**config.mk**
```make
export PLATFORM = sky130hd
export DESIGN_NAME = univ_shift_reg
export DESIGN_NICKNAME = d
export VERILOG_FILES = /design/src/rtl/usr_pkg.sv /design/src/rtl/usr_bit_cell.sv /design/src/rtl/univ_shift_reg.sv
export SDC_FILE = /design/constraint.sdc
export NUM_CORES = 1
export LEC_CHECK = 0
export ABC_CLOCK_PERIOD_IN_PS = 3150
export BUFFER_PORTS_ARGS = -buffer_cell sky130_fd_sc_hd__buf_2
export CORE_UTILIZATION = 50
export DETAILED_ROUTE_END_ITERATION = 8
export PLACE_DENSITY = 0.88
export SYNTH_ARGS = -nofsm -noshare
export SYNTH_HDL_FRONTEND = slang
export SYNTH_HIERARCHICAL = 1
export SYNTH_SLANG_ARGS = --single-unit
```
**constraint.sdc**
```tcl
create_clock -name clk -period 3.15 [get_ports clk]
set_clock_uncertainty 0.2 [all_clocks]
set_input_delay 0.63 -clock clk [delete_from_list [all_inputs] [get_ports clk]]
set_output_delay 0.63 -clock clk [all_outputs]
set_load 0.005 [all_outputs]
```
**src/rtl/usr_pkg.sv**
```systemverilog
// Shared definitions for the universal shift register.
// Holds the 2-bit mode encoding used by the top level and by every bit cell:
//   MODE_HOLD (00), MODE_SHR (01), MODE_SHL (10), MODE_LOAD (11).
package usr_pkg;

  typedef enum logic [1:0] {
    MODE_HOLD = 2'b00,
    MODE_SHR  = 2'b01,
    MODE_SHL  = 2'b10,
    MODE_LOAD = 2'b11
  } mode_t;

endpackage : usr_pkg

```
**src/rtl/usr_bit_cell.sv**
```systemverilog
// One bit of the universal shift register: a 4:1 mux feeding a rising-edge
// D flip-flop with a synchronous, active-high reset to a per-bit reset value.
// Ports:
//   clk     - clock, state updates on rising edge
//   rst     - synchronous active-high reset, loads rst_val
//   en      - clock enable; 0 holds the bit
//   sel     - operation select (hold / shift right / shift left / load)
//   d       - parallel load bit
//   shr_in  - bit arriving on a right shift (upper neighbour or serial fill)
//   shl_in  - bit arriving on a left shift (lower neighbour or serial fill)
//   rst_val - value taken on reset
//   q       - registered bit
module usr_bit_cell
  import usr_pkg::*;
(
  input  logic  clk,
  input  logic  rst,
  input  logic  en,
  input  mode_t sel,
  input  logic  d,
  input  logic  shr_in,
  input  logic  shl_in,
  input  logic  rst_val,
  output logic  q
);

  logic nxt;

  // NOTE: nxt gets a default before the case so no path leaves it unassigned,
  // which would otherwise infer a latch.
  always_comb begin
    nxt = q;
    unique case (sel)
      MODE_HOLD: nxt = q;
      MODE_SHR:  nxt = shr_in;
      MODE_SHL:  nxt = shl_in;
      MODE_LOAD: nxt = d;
      default:   nxt = q;
    endcase
  end

  // NOTE: registered state uses non-blocking assignments so every flop samples
  // the pre-edge value of its neighbours.
  always_ff @(posedge clk) begin
    if (rst)     q <= rst_val;
    else if (en) q <= nxt;
  end

endmodule : usr_bit_cell

```
**src/rtl/univ_shift_reg.sv**
```systemverilog
// Universal shift register: hold, shift right, shift left, parallel load,
// with a saturating count of serial shifts since the last load or reset.
// Optional rotate support is compiled in when USR_ROTATE_EN is defined;
// otherwise the rot port is present but ignored.
// Parameters:
//   WIDTH     - register width (2..64)
//   RESET_VAL - value loaded into q on reset
// Ports:
//   clk      - clock
//   rst      - synchronous active-high reset (overrides en, mode, rot)
//   en       - clock enable; 0 holds q and cnt
//   mode     - 00 hold, 01 shift right, 10 shift left, 11 parallel load
//   d        - parallel load data
//   sin_msb  - serial in at bit WIDTH-1 on shift right
//   sin_lsb  - serial in at bit 0 on shift left
//   rot      - rotate select in shift modes (USR_ROTATE_EN builds only)
//   q, qbar  - register contents and its complement
//   sout_lsb - q[0];  sout_msb - q[WIDTH-1]
//   cnt      - saturating count of non-rotating shifts
//   full     - cnt == WIDTH
module univ_shift_reg
  import usr_pkg::*;
#(
  parameter int unsigned           WIDTH     = 8,
  parameter logic [WIDTH-1:0]      RESET_VAL = '0
) (
  input  logic                       clk,
  input  logic                       rst,
  input  logic                       en,
  input  logic [1:0]                 mode,
  input  logic [WIDTH-1:0]           d,
  input  logic                       sin_msb,
  input  logic                       sin_lsb,
  input  logic                       rot,
  output logic [WIDTH-1:0]           q,
  output logic [WIDTH-1:0]           qbar,
  output logic                       sout_lsb,
  output logic                       sout_msb,
  output logic [$clog2(WIDTH+1)-1:0] cnt,
  output logic                       full
);

  localparam int unsigned          CW      = $clog2(WIDTH + 1);
  localparam logic [CW-1:0]        CNT_MAX = CW'(WIDTH);

  mode_t sel;
  logic  msb_fill;
  logic  lsb_fill;
  logic  rotating;

  assign sel = mode_t'(mode);

`ifdef USR_ROTATE_EN
  // Rotation wraps the opposite end bit in place of the serial input.
  assign rotating = rot & ((sel == MODE_SHR) | (sel == MODE_SHL));
  assign msb_fill = rot ? q[0]       : sin_msb;
  assign lsb_fill = rot ? q[WIDTH-1] : sin_lsb;
`else
  logic unused_rot;
  assign unused_rot = rot;
  assign rotating   = 1'b0;
  assign msb_fill   = sin_msb;
  assign lsb_fill   = sin_lsb;
`endif

  for (genvar i = 0; i < WIDTH; i++) begin : g_bit
    logic shr_in;
    logic shl_in;

    if (i == WIDTH - 1) begin : g_top
      assign shr_in = msb_fill;
    end else begin : g_mid_r
      assign shr_in = q[i+1];
    end

    if (i == 0) begin : g_bot
      assign shl_in = lsb_fill;
    end else begin : g_mid_l
      assign shl_in = q[i-1];
    end

    usr_bit_cell u_cell (
      .clk     (clk),
      .rst     (rst),
      .en      (en),
      .sel     (sel),
      .d       (d[i]),
      .shr_in  (shr_in),
      .shl_in  (shl_in),
      .rst_val (RESET_VAL[i]),
      .q       (q[i])
    );
  end

  // Shift counter: direction is not tracked, rotates do not count.
  always_ff @(posedge clk) begin
    if (rst) begin
      cnt <= '0;
    end else if (en) begin
      if (sel == MODE_LOAD) begin
        cnt <= '0;
      end else if ((sel == MODE_SHR || sel == MODE_SHL) && !rotating
                   && cnt != CNT_MAX) begin
        cnt <= cnt + 1'b1;
      end
    end
  end

  assign qbar     = ~q;
  assign sout_lsb = q[0];
  assign sout_msb = q[WIDTH-1];
  assign full     = (cnt == CNT_MAX);

endmodule : univ_shift_reg

```
=== After elaboration in Yosys (flattened, before gate mapping) ===
Cells that the tools add are included.

* Output and inout bits: 23
* Bits of input ports: 16
* Flip-flop bits (word level): 12
* Memory bits (writable): 0
* Memories: 0
* Bits in read-only memories: 0
* Word-level logic and storage cells: 33
* Bits in latches: 0

* Div/mod/pow operators: 0
* Add/subtract/negate cells: 1
* Reductions and logical operators: 6
* Mux-type cells: 10
* Multiply operators: 0
* Bitwise operators: 2
* Shift-type cells: 0
* Eq/ne operators: 5
* $lt $le $gt $ge: 0

{| class="wikitable"
|+ Operator list
! cell !! count
|-
| 1-bit one-hot mux with 3 select lines || 8
|-
| 4-bit two-way mux || 2
|-
| 8-bit NOT || 1
|-
| 4-bit by 1-bit adder with 4-bit output, second input constant || 1
|-
| 2-bit equality test, second input constant || 2
|-
| 4-bit equality test, second input constant || 1
|-
| 4-bit inequality test, second input constant || 1
|-
| 2-bit AND reduction || 2
|-
| 2-bit by 1-bit equality test with 1-bit output, second input constant || 1
|-
| 2-bit zero test || 1
|-
| 2-bit nonzero test || 1
|-
| 1-bit logical AND || 1
|-
| 1-bit logical OR || 1
|-
| 1-bit NOT || 1
|}

=== Depth between registers and ports, before layout ===
* Word-level depth: 5
* Gate-level depth with buffers: 5
* Gate-level depth less buffers: 5

=== Hierarchy ===
The synthesis kept the hierarchy.

{| class="wikitable"
|+ By module, submodules not included
! module !! times used !! area an instance (sq um) !! cells an instance !! sequential area each (sq um)
|-
| usr_bit_cell || 8 || 77.6 || 8 || 30.0
|-
| univ_shift_reg || 1 || 347.8 || 47 || 80.1
|}

=== Worst setup path after synthesis ===
Ideal clock, no wire load.

* Path type: in2reg
* From: input mode[0]
* To: register cnt[3]
* Buffers on the path: 0
* Setup time: 70 ps
* Arrival time: 1526 ps
* Required time: 2880 ps
* Stages on the path: 4
* Setup slack: 1355 ps
* Path through: ha_1 -> nand4_1 -> or4_1 -> a21oi_1

* Longest elaborated chain between the ends: 5
* Elaborated cells on any way between the ends: 8
* Classes of those cells: eq/ne (3); mux (1); reduce/logical (4)

{| class="wikitable"
|+ RTL lines
! item !! line !! source
|-
| start: declaration || univ_shift_reg.sv:30 || <nowiki>input logic [1:0] mode,</nowiki>
|-
| 2-bit by 1-bit equality test with 1-bit output or 2-bit equality test (tied branches) || univ_shift_reg.sv:102 || <nowiki>end else if ((sel == MODE_SHR || sel == MODE_SHL) && !rotating</nowiki>
|-
| 1-bit logical OR || univ_shift_reg.sv:102 ||
|-
| 1-bit logical AND || univ_shift_reg.sv:103 || <nowiki>&& cnt != CNT_MAX) begin</nowiki>
|-
| 2-bit nonzero test (no source line) || -- ||
|-
| 2-bit AND reduction (no source line) || -- ||
|-
| end signal: assignment || univ_shift_reg.sv:104 || <nowiki>cnt <= cnt + 1'b1;</nowiki>
|-
| end: declaration || univ_shift_reg.sv:39 || <nowiki>output logic [$clog2(WIDTH+1)-1:0] cnt,</nowiki>
|}

Several ways; a longest one is shown, not always the timed one.
A chain may end at the register's enable or synchronous reset.

=== Worst setup path in the final report ===
* From: register cnt[0]
* To: output full

* Longest elaborated chain between the ends: 1

{| class="wikitable"
|+ RTL lines
! item !! line !! source
|-
| 4-bit equality test || univ_shift_reg.sv:112 || <nowiki>assign full = (cnt == CNT_MAX);</nowiki>
|-
| end: declaration || univ_shift_reg.sv:40 || <nowiki>output logic full</nowiki>
|}

Every way passes these cells.

==> impl_metrics.json <==
{
  "p_seq_share_pct": 48.7,
  "synthArstFlopShare_pct": 0,
  "hold_buffers": 0,
  "wl_per_cell_um": 12.1,
  "crit_chain": "inv_1, ha_1, nand3b_1, inv_1, buf_2",
  "fin_crit_sh_pct": 69.7,
  "critPathLaunchType": "flip-flop",
  "synth_area_um2": 968,
  "grt-ovfl-total": 0,
  "cp_data_arrival_time_ns": 1.37,
  "rrSetupSlack_ns": 1.58,
  "core_area_um2": 1760,
  "post_cts_resized": 0,
  "synth-edff-count": 8,
  "rr_endpoint": "cnt[0]",
  "htreeDepth": 1,
  "ir_drop_v": 0.000225,
  "grt_max_degree": 37,
  "whs_path_depth": 2,
  "synth_cells": 111,
  "min_to": "cnt[2]",
  "switchingPower_w": 0.000124,
  "portBuffers": 37,
  "cp_slowest_stage_delay_ns": 0.43,
  "fillers": 161,
  "synthToLayoutAreaGrowth_pct": 21.6,
  "rows": 15,
  "drt-total-wl_um": 2140,
  "swShare_pct": 30.5,
  "start_util_pct": 54.9,
  "max_freq_mhz": 455,
  "grt_pass1_wl_um": 3270,
  "p_int_w": 0.000282,
  "rsz0062_at_grt": "false",
  "p_per_area_nw_per_um2": 345,
  "place.gp.congestion": 0.778,
  "yosysTopAreaCell": "edfxtp_1",
  "track_usage_pct": 22.3,
  "worstPathRequired_ns": 2.32,
  "finalPower_w": 0.000406,
  "criticalPathCategory": "reg2out",
  "cts_sinks": 12,
  "drt_iter0_drc": 12,
  "timing.rr.start": "cnt[0]",
  "post_cts_buffers": 0,
  "yosysWarnings": 6,
  "cp_max_fo": 6,
  "finalHoldViolations": 0,
  "hold_class": "reg2reg",
  "maxCapViolations": 0,
  "end_kind": "output port",
  "vias": 918,
  "die_area_um2": 2120,
  "clockBufferDepth": 2,
  "synth_area_per_cell_um2": 8.72,
  "cp_slowest_cell": "dfxtp_1",
  "yosysTopAreaCellShare_pct": 24.8,
  "clkLatencyLatePin_ns": 0.28,
  "dp_slack_ns": 0.976,
  "worst_slack_ns": 0.954,
  "nets": 171,
  "via_per_inst": 5.22,
  "antennaDiodeCount": 0,
  "drc": 0,
  "detail-route-antenna-nets": 0,
  "clkPwrFrac_pct": 25.5,
  "ys_types": 23,
  "multiInputGateArea_um2": 569,
  "fin_hold_ws_ns": 0.366,
  "drive_gt1_share_pct": 27.2,
  "layout.area.seq_um2": 320,
  "design_area_um2": 1180,
  "p_leak_nw": 0.561,
  "cts_made_buffers": 3,
  "synth.area.top_cells": "edfxtp_1 (25%), nand2b_1 (10%), dfxtp_1 (8.3%)",
  "grt_pass1_vias": 780,
  "antenna_found_initial": 0,
  "cts_root_buf": "clkbuf_4",
  "place_area_um2": 1150,
  "slew_viol_final": 0,
  "dr.pass1.iters": 4,
  "status": "completed",
  "power_frac_comb_pct": 25.8,
  "die_x_um": 46.0,
  "period_minus_slack_ns": 2.20,
  "cts_tree": "done",
  "clk_pin_slew_ns": 0.08,
  "ys_ff_latch": 12,
  "die_h_um": 46.0,
  "reg2reg_depth": 5,
  "critPathMostFrequentCell": "inv_1",
  "fin_setup_tns_ns": 0,
  "dp_hpwl_um": 1510,
  "ios": 39,
  "finalSetupViolations": 0,
  "synthFlopType": "edfxtp_1",
  "min-delay-start": "cnt[2]",
  "ys_seq_area_share_pct": 33.1
}
cell usage in the layout (no fill, tap or decap):
master	synthesis	final
o21ai_1	1	1
nand2b_1	16	16
o211ai_1	8	8
nor3_1	2	2
buf_2	0	37
clkbuf_4	0	3
ha_1	3	3
and4bb_1	1	1
o21ai_0	11	11
mux2i_1	8	8
inv_1	12	12
edfxtp_1	8	8
clkinv_1	0	1
nand2_1	8	8
a41oi_1	1	1
or3b_1	8	8
nand3_1	1	1
nand3b_1	1	1
and3b_2	1	1
nand4_1	1	1
or4_1	1	1
nand4b_1	1	1
dfxtp_1	4	4
conb_1	1	8
a21oi_1	5	5
stage by stage:
step | instances | utilization (%)
CTS | 176 | 66.7
global route | 176 | 66.7
global placement | 172 | 65.2
floorplan | 118 | -
detailed placement | 172 | 65.2
finish | 176 | 66.7
cells in the mapped netlist (all sizes together), types with 2 or more instances:
| master | instances |
|---|---|
| a21oi | 5 |
| buf | 8 |
| ha | 3 |
| o211ai | 8 |
| o21ai | 12 |
| nor3 | 2 |
| mux2i | 8 |
| inv | 12 |
| dfxtp | 4 |
| nand2b | 16 |
| edfxtp | 8 |
| or3b | 8 |
| nand2 | 8 |
metal layers:
metal	global-route usage, %	wire length, µm
met5	0	0
met4	10.6	38
met3	3.57	81
met2	40.3	1060
met1	24.9	962
final cells by class:
cell class | count | area share [%]
clock buffer | 3 | 1.91
clock inverter | 1 | 0.319
inverter | 12 | 3.83
multi-input combinational | 86 | 48.4
sequential | 12 | 27.2
tap | 25 | 2.66
timing repair buffer | 37 | 15.7
how the worst max path moves through the flow:
stage	start	endpoint	slack (ns)	depth (start not counted)
final	cnt[0]	full	0.95	5
after global routing	cnt[0]	full	0.85	5
after CTS	cnt[0]	full	0.96	5
after detailed placement	mode[0]	cnt[3]	0.98	5
after global placement	mode[0]	cnt[3]	1.02	5
after floorplan	mode[0]	cnt[3]	1.35	4
sequential cells by signal, summed over array words and instances, names as in the netlist:
register	count
cnt	4
g_bit.u_cell/q	8
cell families after synthesis:
kind of cell | count (synthesis) | share of synthesized area (%)
buffers and inverters | 20 | 10.9
other | 1 | 0.387
adder cells (fa/ha/maj) | 3 | 3.88
multiplexers | 8 | 8.27
AND/OR/NAND/NOR | 41 | 27.6
flip-flops | 12 | 33.1
AO/OA/AOI/OAI | 26 | 15.9
worst max-delay path: cells and delay by family (launching register included):
| family | cells | cell delay [ns] |
|---|---|---|
| AND/OR/NAND/NOR | 1 | 0.16 |
| adder cells (fa/ha/maj) | 1 | 0.23 |
| flip-flops | 1 | 0.43 |
| buffers and inverters | 3 | 0.27 |
power groups by stage:
stage	clock (W)	combinational [W]	sequential (W)
after detailed placement	0	0.000105	0.000201
after global placement	0	0.0000995	0.000200
after CTS	0.000105	0.000105	0.000198
final	0.000103	0.000105	0.000198
after global routing	0.000112	0.000118	0.000200
after floorplan	0	0.0000662	0.000198
Note: power is estimated with default switching activity, not from simulation.
